[config.mk]
export PLATFORM = sky130hd
export DESIGN_NAME = serial_add_ctrl
export DESIGN_NICKNAME = d
export VERILOG_FILES = /design/src/rtl/serial_add_ctrl.sv
export SDC_FILE = /design/constraint.sdc
export NUM_CORES = 1
export LEC_CHECK = 0
export CAP_MARGIN = 20
export CORE_ASPECT_RATIO = 1.25
export CORE_MARGIN = 1.5
export CORE_UTILIZATION = 45
export DETAILED_ROUTE_END_ITERATION = 8
export MAX_ROUTING_LAYER = met4
export PLACE_DENSITY = 0.79
export SYNTH_ARGS = -nofsm -noshare
export SYNTH_HDL_FRONTEND = slang
export SYNTH_SLANG_ARGS = --single-unit
[constraint.sdc]
create_clock -name clk -period 1.3 [get_ports clk]
set_input_delay 0.13 -clock clk [delete_from_list [all_inputs] [get_ports clk]]
set_output_delay 0.13 -clock clk [all_outputs]
set_load 0.05 [all_outputs]
[src/rtl/serial_add_ctrl.sv]
// Bit-serial adder controller: captures an operand set, adds it LSB-first through
// a single full adder, one bit per clock, and holds the result until it is taken.

module fadder (
  input  logic [0:2] a,
  output logic       s,
  output logic       c
);
  assign s = ^a;
  assign c = (a[0] & a[1]) | (a[0] & a[2]) | (a[1] & a[2]);
endmodule

module serial_add_ctrl #(
  parameter int unsigned WIDTH = 8
) (
  input  logic             clk,
  input  logic             rst_n,
  input  logic             in_valid,
  output logic             in_ready,
  input  logic [WIDTH-1:0] a,
  input  logic [WIDTH-1:0] b,
  input  logic             cin,
  output logic             out_valid,
  input  logic             out_ready,
  output logic [WIDTH-1:0] sum,
  output logic             cout,
  output logic             busy
);
  localparam int unsigned IDXW = $clog2(WIDTH + 1);

  typedef enum logic [1:0] {IDLE, RUN, DONE} state_t;

  state_t           state, state_nxt;
  logic [WIDTH-1:0] a_sr, b_sr, sum_sh, sum_q, sum_shift_nxt;
  logic             carry_q, cout_q;
  logic [IDXW-1:0]  idx;
  logic [0:2]       fa_in;
  logic             fa_s, fa_c;
  logic             last_bit;

  assign fa_in    = {a_sr[0], b_sr[0], carry_q};
  assign last_bit = (idx == IDXW'(WIDTH - 1));

  fadder u_fadder (
    .a (fa_in),
    .s (fa_s),
    .c (fa_c)
  );

  always_comb begin
    sum_shift_nxt            = sum_sh >> 1;
    sum_shift_nxt[WIDTH-1]   = fa_s;
  end

  always_ff @(posedge clk) begin
    if (!rst_n) state <= IDLE;
    else        state <= state_nxt;
  end

  always_comb begin
    state_nxt = state;
    unique case (state)
      IDLE:    if (in_valid)  state_nxt = RUN;
      RUN:     if (last_bit)  state_nxt = DONE;
      DONE:    if (out_ready) state_nxt = IDLE;
      default:                state_nxt = IDLE;
    endcase
  end

  always_comb begin
    in_ready  = (state == IDLE);
    out_valid = (state == DONE);
    busy      = (state != IDLE);
  end

  // The working sum register shifts during RUN; the visible result is copied
  // out only on the final bit so sum/cout never show partial values.
  always_ff @(posedge clk) begin
    if (!rst_n) begin
      a_sr    <= '0;
      b_sr    <= '0;
      sum_sh  <= '0;
      sum_q   <= '0;
      carry_q <= 1'b0;
      cout_q  <= 1'b0;
      idx     <= '0;
    end else begin
      unique case (state)
        IDLE: begin
          if (in_valid) begin
            a_sr    <= a;
            b_sr    <= b;
            carry_q <= cin;
            idx     <= '0;
          end
        end
        RUN: begin
          a_sr    <= a_sr >> 1;
          b_sr    <= b_sr >> 1;
          sum_sh  <= sum_shift_nxt;
          carry_q <= fa_c;
          if (last_bit) begin
            sum_q  <= sum_shift_nxt;
            cout_q <= fa_c;
          end else begin
            idx <= idx + IDXW'(1);
          end
        end
        default: ;
      endcase
    end
  end

  assign sum  = sum_q;
  assign cout = cout_q;

endmodule

==> flow_metrics.tcl <==
set metrics [dict create \
    place.detailed.instances 270 \
    power.density_nw_per_um2 1060 \
    ios 33 \
    p_leak_nw 0.925 \
    ys_seq_elements 39 \
    timing_worst_slew_pin_value_ps 243 \
    synthDistinctLibCells 34 \
    critical_path_arrival_ps 1480 \
    pwr-share-comb_pct 15.4 \
    grt.total_usage_pct 19.9 \
    syn2layout_area_growth_pct 42.6 \
    leading_cell_types_in_the_layout_fill_and_taps_excluded "sky130_fd_sc_hd__nand2_1 (44), sky130_fd_sc_hd__dfxtp_1 (35), sky130_fd_sc_hd__clkdlybuf4s50_1 (20)" \
    worstSetupPathType "flip-flop to flip-flop" \
    detailroute.via_count 1574 \
    grt_remaining_overflow 0 \
    timing.hold.worst_path_depth 3 \
    placement_rows 24 \
    timing.final.setup_violations 0 \
    post-synth-top-area-cell "sky130_fd_sc_hd__dfxtp_1" \
    drcViolationCount 1 \
    detailedRoute.firstPassIterationCount 6 \
    global_placement_routability_congestion 0.840 \
    synth.yosys.seq_area_share_pct 45.6 \
    max_slew_margin_pct 83.8 \
    fp.dieArea_um2 4190 \
    route.detailed.vias_per_inst 5.58 \
    filler_free_cell_count_of_the_finished_design 282 \
    global_route_wire_length_before_repair_um 6330 \
    post_route_cells_drive_above_1_share_pct 24.3 \
    cts.reportedPaths.clkPinSlew_ps 80 \
    finalWirelength_um 3870 \
    worst_r2r_path_depth 5 \
    clock_tree_skew_after_final_layout_ps 7.74 \
    insertion_delay_ps 290 \
    worst_supply_voltage_drop_on_vdd_v 0.000671 \
    synth.area.top_cells "sky130_fd_sc_hd__dfxtp_1 (46%), sky130_fd_sc_hd__nand2_1 (9.6%), sky130_fd_sc_hd__a21oi_1 (5.6%)" \
    h-tree-depth 2 \
    postCtsHoldBufs 0 \
    cts-root-buf "sky130_fd_sc_hd__clkbuf_8" \
    intPower_mw 1.93 \
    clock_power_share_pct 34.7 \
    fmax_ghz 0.773 \
    die_x_um 58.2 \
    routed_wire_length_per_instance_um 13.7 \
    maximum_number_of_pins_on_one_net_before_global_route_repair 31 \
    postSynthAreaPerCell_um2 8.61 \
    die_height_um 72.0 \
    hold_class "input port to flip-flop" \
    synth.cell_area_um2 1710 \
    tritoncts.num_buffers 5 \
    pre_cts_ws_ps -132 \
    min_to "b_sr[2]" \
    critical_path.reg2reg.endpoint "b_sr[0]" \
    number_of_inserted_filler_cells_in_the_final_layout 265 \
    syn-num-nets 222 \
    initial_utilization_pct 47.9 \
    synth-warning-count 0 \
    yosys.area.top_type_share_pct 45.6 \
    first_global_vias 1479 \
    core_region_area_um2 3570 \
    cts.sink_count 39 \
    critPathLaunchType "flip-flop" \
    regToRegSetupSlack_ps 6 \
    ant_nets 0 \
    netlist_instances 199 \
    place.detailed.hpwl_um 2560 \
    power.share.sequential_pct 49.9 \
    layout_worst_path_cycle_share_pct 99.5 \
    io_buffers 32 \
    timing_hold_violations_final 0 \
    grt_antenna_before_repair 0 \
    drtIter0Drc 117 \
    outcome "finished with violations" \
    switching_share_pct 25.1 \
    worst_ep_required_time_ps 1490 \
    clock_tree_from_tritoncts "built" \
    timing.critical_path.to_type "flip-flop" \
    finalWorstPathRequiredPeriod_ps 1290 \
    num_antenna_cells 0 \
    cap_viol_max_count 0 \
    cts_buffer_depth 2 \
    drv_slew 0 \
    worst-path-max-fanout 13 \
    nNetsFinal 265 \
    switchingPower_mw 0.647 \
    critical_path.reg2reg.startpoint "state[1]" \
    layout_commonest_cell "sky130_fd_sc_hd__nand2_1" \
    grt_setup_unrepaired "true" \
    fin_ws_ps 6.42 \
    failing_checks "design-rule violations" \
    hp-start "b[2]" \
]
==> cells by family (layout without fill, tap and decap cells) <==
group / Yosys count / in the layout / synth area share, %
flops: 39 / 39 / 45.6
compound gates: 54 / 54 / 22.7
fa+ha+maj: 2 / 2 / 1.90
buf+inv: 19 / 63 / 8.11
simple gates: 85 / 85 / 21.7
==> sequential cells by signal, summed over array words and instances (netlist names) <==
signal and cells:
state 2, cout 1, carry_q 1, b_sr 8, sum 8, sum_sh 7, a_sr 8, idx 4
==> worst max-delay path, stage by stage (launching register included) <==
cell                       delay (ps)
sky130_fd_sc_hd__dfxtp_2          350
sky130_fd_sc_hd__buf_4            140
sky130_fd_sc_hd__nor2b_4          220
sky130_fd_sc_hd__buf_12           170
sky130_fd_sc_hd__nand2_1           70
sky130_fd_sc_hd__a311oi_2         250
==> power groups by stage <==
stage / Sequential (mW) / Combinational [mW] / Clock [mW]
2_1_floorplan: 1.30 / 0.232 / 0
3_3_place_gp: 1.31 / 0.352 / 0
3_5_place_dp: 1.31 / 0.362 / 0
4_1_cts: 1.29 / 0.366 / 0.912
5_1_grt: 1.29 / 0.429 / 0.977
6_report: 1.29 / 0.397 / 0.896
==> layout make-up <==
cell class	instances	area, um^2	area share (%)
Clock buffer	7	96.3	3.94
Inverter	3	11.3	0.461
Tap cell	39	48.8	2.00
Clock inverter	1	7.51	0.307
Sequential cell	39	788	32.3
Timing Repair Buffer	52	649	26.6
Multi-Input combinational cell	141	841	34.4
==> metrics by stage <==
stage                     hold WS (ps)  cell area [um^2]  setup TNS, ps  util, %  total power, mW
after floorplan                    284              1720              0        -             1.54
after global placement             444              2240           -704     62.7             1.66
after detailed placement           450              2240          -1610     62.7             1.67
after CTS                          403              2370          -49.8     66.3             2.56
after global routing               436              2440           -385     68.3             2.70
final                              421              2440              0     68.3             2.58
==> Yosys cell counts (all sizes together) <==
library cell and number:
nor2 20, nand2b 1, a32oi 2, or3 1
ha 1, o21a 1, fa 1, dfxtp 39
and4b 1, and2 1, clkbuf 1, and3b 1
nand3 11, a211o 1, o21bai 1, nor2b 1
buf 15, a211oi 1, a32o 1, nand3b 1
a311oi 15, nor3 2, o21ai 11, a22oi 1
and2b 1, nand2 44, o21ba 1, inv 3
a21oi 19
==> layer usage <==
layer | vias to the layer above | part of all wire (%) | global-route usage [%]
met2 | 43 | 51 | 33.8
met5 | - | 0 | -
met1 | 745 | 42 | 22.3
li1 | 779 | - | -
met4 | 0 | 2.0 | 7.24
met3 | 7 | 5.3 | 5.17
==> repair_timing <==
item | in CTS | in global routing
cloned | 0 | 1
resized for setup | 4 | 9
endpoints found under the setup margin | 11 | 26
setup buffers | 1 | 2
pin swaps | 1 | 2
==> worst max path at each step <==
stage	slack (ps)	from	to
after floorplan	10	idx[0]	idx[3]
after global placement	-60	in_valid	b_sr[0]
after detailed placement	-130	in_valid	a_sr[2]
after CTS	-50	state[1]	busy
after global routing	-50	state[1]	idx[2]
final	6	state[1]	b_sr[0]
No activity file was read; power rests on OpenSTA's default activity.
==> RTL change, RTL diff (same flow settings) <==
The 3 states of `state_t` get a one-hot encoding in 3 bits.
--- a/src/rtl/serial_add_ctrl.sv
+++ b/src/rtl/serial_add_ctrl.sv
@@ -29,5 +29,5 @@
   localparam int unsigned IDXW = $clog2(WIDTH + 1);
 
-  typedef enum logic [1:0] {IDLE, RUN, DONE} state_t;
+  typedef enum logic [2:0] {IDLE = 3'b001, RUN = 3'b010, DONE = 3'b100} state_t;
 
   state_t           state, state_nxt;
Formal check against the unedited RTL: same outputs for any inputs over 10 cycles, from zero or initial values and one cycle with rst_n low; not proved beyond that.
==> RTL change against the original RTL <==
- the run ends with DRC, setup timing left
- power is 14% higher
- core utilization is 4.6 points higher
- sequential cell count is 1 higher
- clock power is 24% higher
- synthesized area is 1.3% lower
- global-route usage is 1.5 points higher
- die area is 1.2% lower
- cell area is 5.8% higher
- count of clock-buffer cells in the layout is 1 lower
- worst setup slack worse by 58 ps
- synthesized cell count is 5.5% lower
- routed wire length is 2.5% higher
- critical path type unchanged
- largest cell class unchanged
==> RTL change: results (changes against the original RTL) <==
Run status:
- The run finished, with violations left.
- The final reports fail on DRC, setup timing.

Yosys:
- The share of synthesized cell area in full adder, half adder and majority cells is 0.0192 (+0.000253).
- The area share of xor/xnor cells in the synthesized design was 0.00518 (+0.00518).
- The synthesized netlist net count is 211 (-5.0%).

Power:
- The leakage dissipation came to 0.952 nW (+3.0%).
- The share of total power in combinational logic was 0.169 (+0.015).
- The peak supply drop is 768 uV (+14%).

Detailed routing:
- The number of remaining DRC errors is 4 (+3).

Finish:
- The number of combinational gates with multiple inputs is 131 (-7.1%).
- The clock distribution area overhead in the final layout is 0.0479 (+0.00540).
- The non-clock buffer contribution to total cell area is 0.257 (-0.00935).
- The non-clock inverter total of the final layout is 1 (-2).

STA:
- The setup clock skew after layout is 4.51 ps (-3.23 ps).
- The count of endpoints failing setup in the final report is 14 (+14).
- The final critical-path setup slack is -51.3 ps (-57.7 ps).
- The hold slack is 375 ps (-46.2 ps).
- The slew at the pin closest to its max-slew limit is 299 ps (+56.4 ps).

Worst setup path:
- The arrival time reported for the critical path endpoint came to 1580 ps (+100 ps).
- The delay of the slowest cell on the worst path was 410 ps (+60 ps).
- The worst reg2reg path endpoint is sum[5]$_SDFFE_PN0P_.
- The worst-case register-to-register setup slack came to -50 ps (-60 ps).
- The length in cells of the worst reg-to-reg path was 4 (-1).
- The cell family contributing the most delay on the critical path is simple AND/OR/NAND/NOR gates.

Global routing:
- The global routing met1 resource utilization is 0.247 (+0.0235).
- The met2 layer usage reported by global route was 0.336 (-0.00253).
- The met3 global-route usage is 0.0560 (+0.00426).

Min path:
- The path with the worst hold slack has its endpoint at b_sr[7]$_SDFFE_PN0P_.

Placement:
- The estimated wirelength of the detail-placed design was 2530 um (-1.2%).
-- RTL change: changes by cell type after synthesis, moves of 3 or more --
| cell | unedited run | this run |
|---|---|---|
| sky130_fd_sc_hd__o221ai_1 | 0 | 15 |
| sky130_fd_sc_hd__a21oi_1 | 19 | 2 |
| sky130_fd_sc_hd__buf_6 | 5 | 2 |
| sky130_fd_sc_hd__mux2i_1 | 0 | 12 |
| sky130_fd_sc_hd__nor2_1 | 20 | 16 |
| sky130_fd_sc_hd__a21boi_0 | 0 | 7 |
| sky130_fd_sc_hd__clkbuf_1 | 1 | 7 |
| sky130_fd_sc_hd__a311oi_2 | 5 | 0 |
| sky130_fd_sc_hd__o21ai_0 | 11 | 1 |
| sky130_fd_sc_hd__nand3_1 | 11 | 3 |
| sky130_fd_sc_hd__nor3_1 | 2 | 15 |
| sky130_fd_sc_hd__a311oi_1 | 10 | 0 |
| sky130_fd_sc_hd__nand2_1 | 44 | 41 |
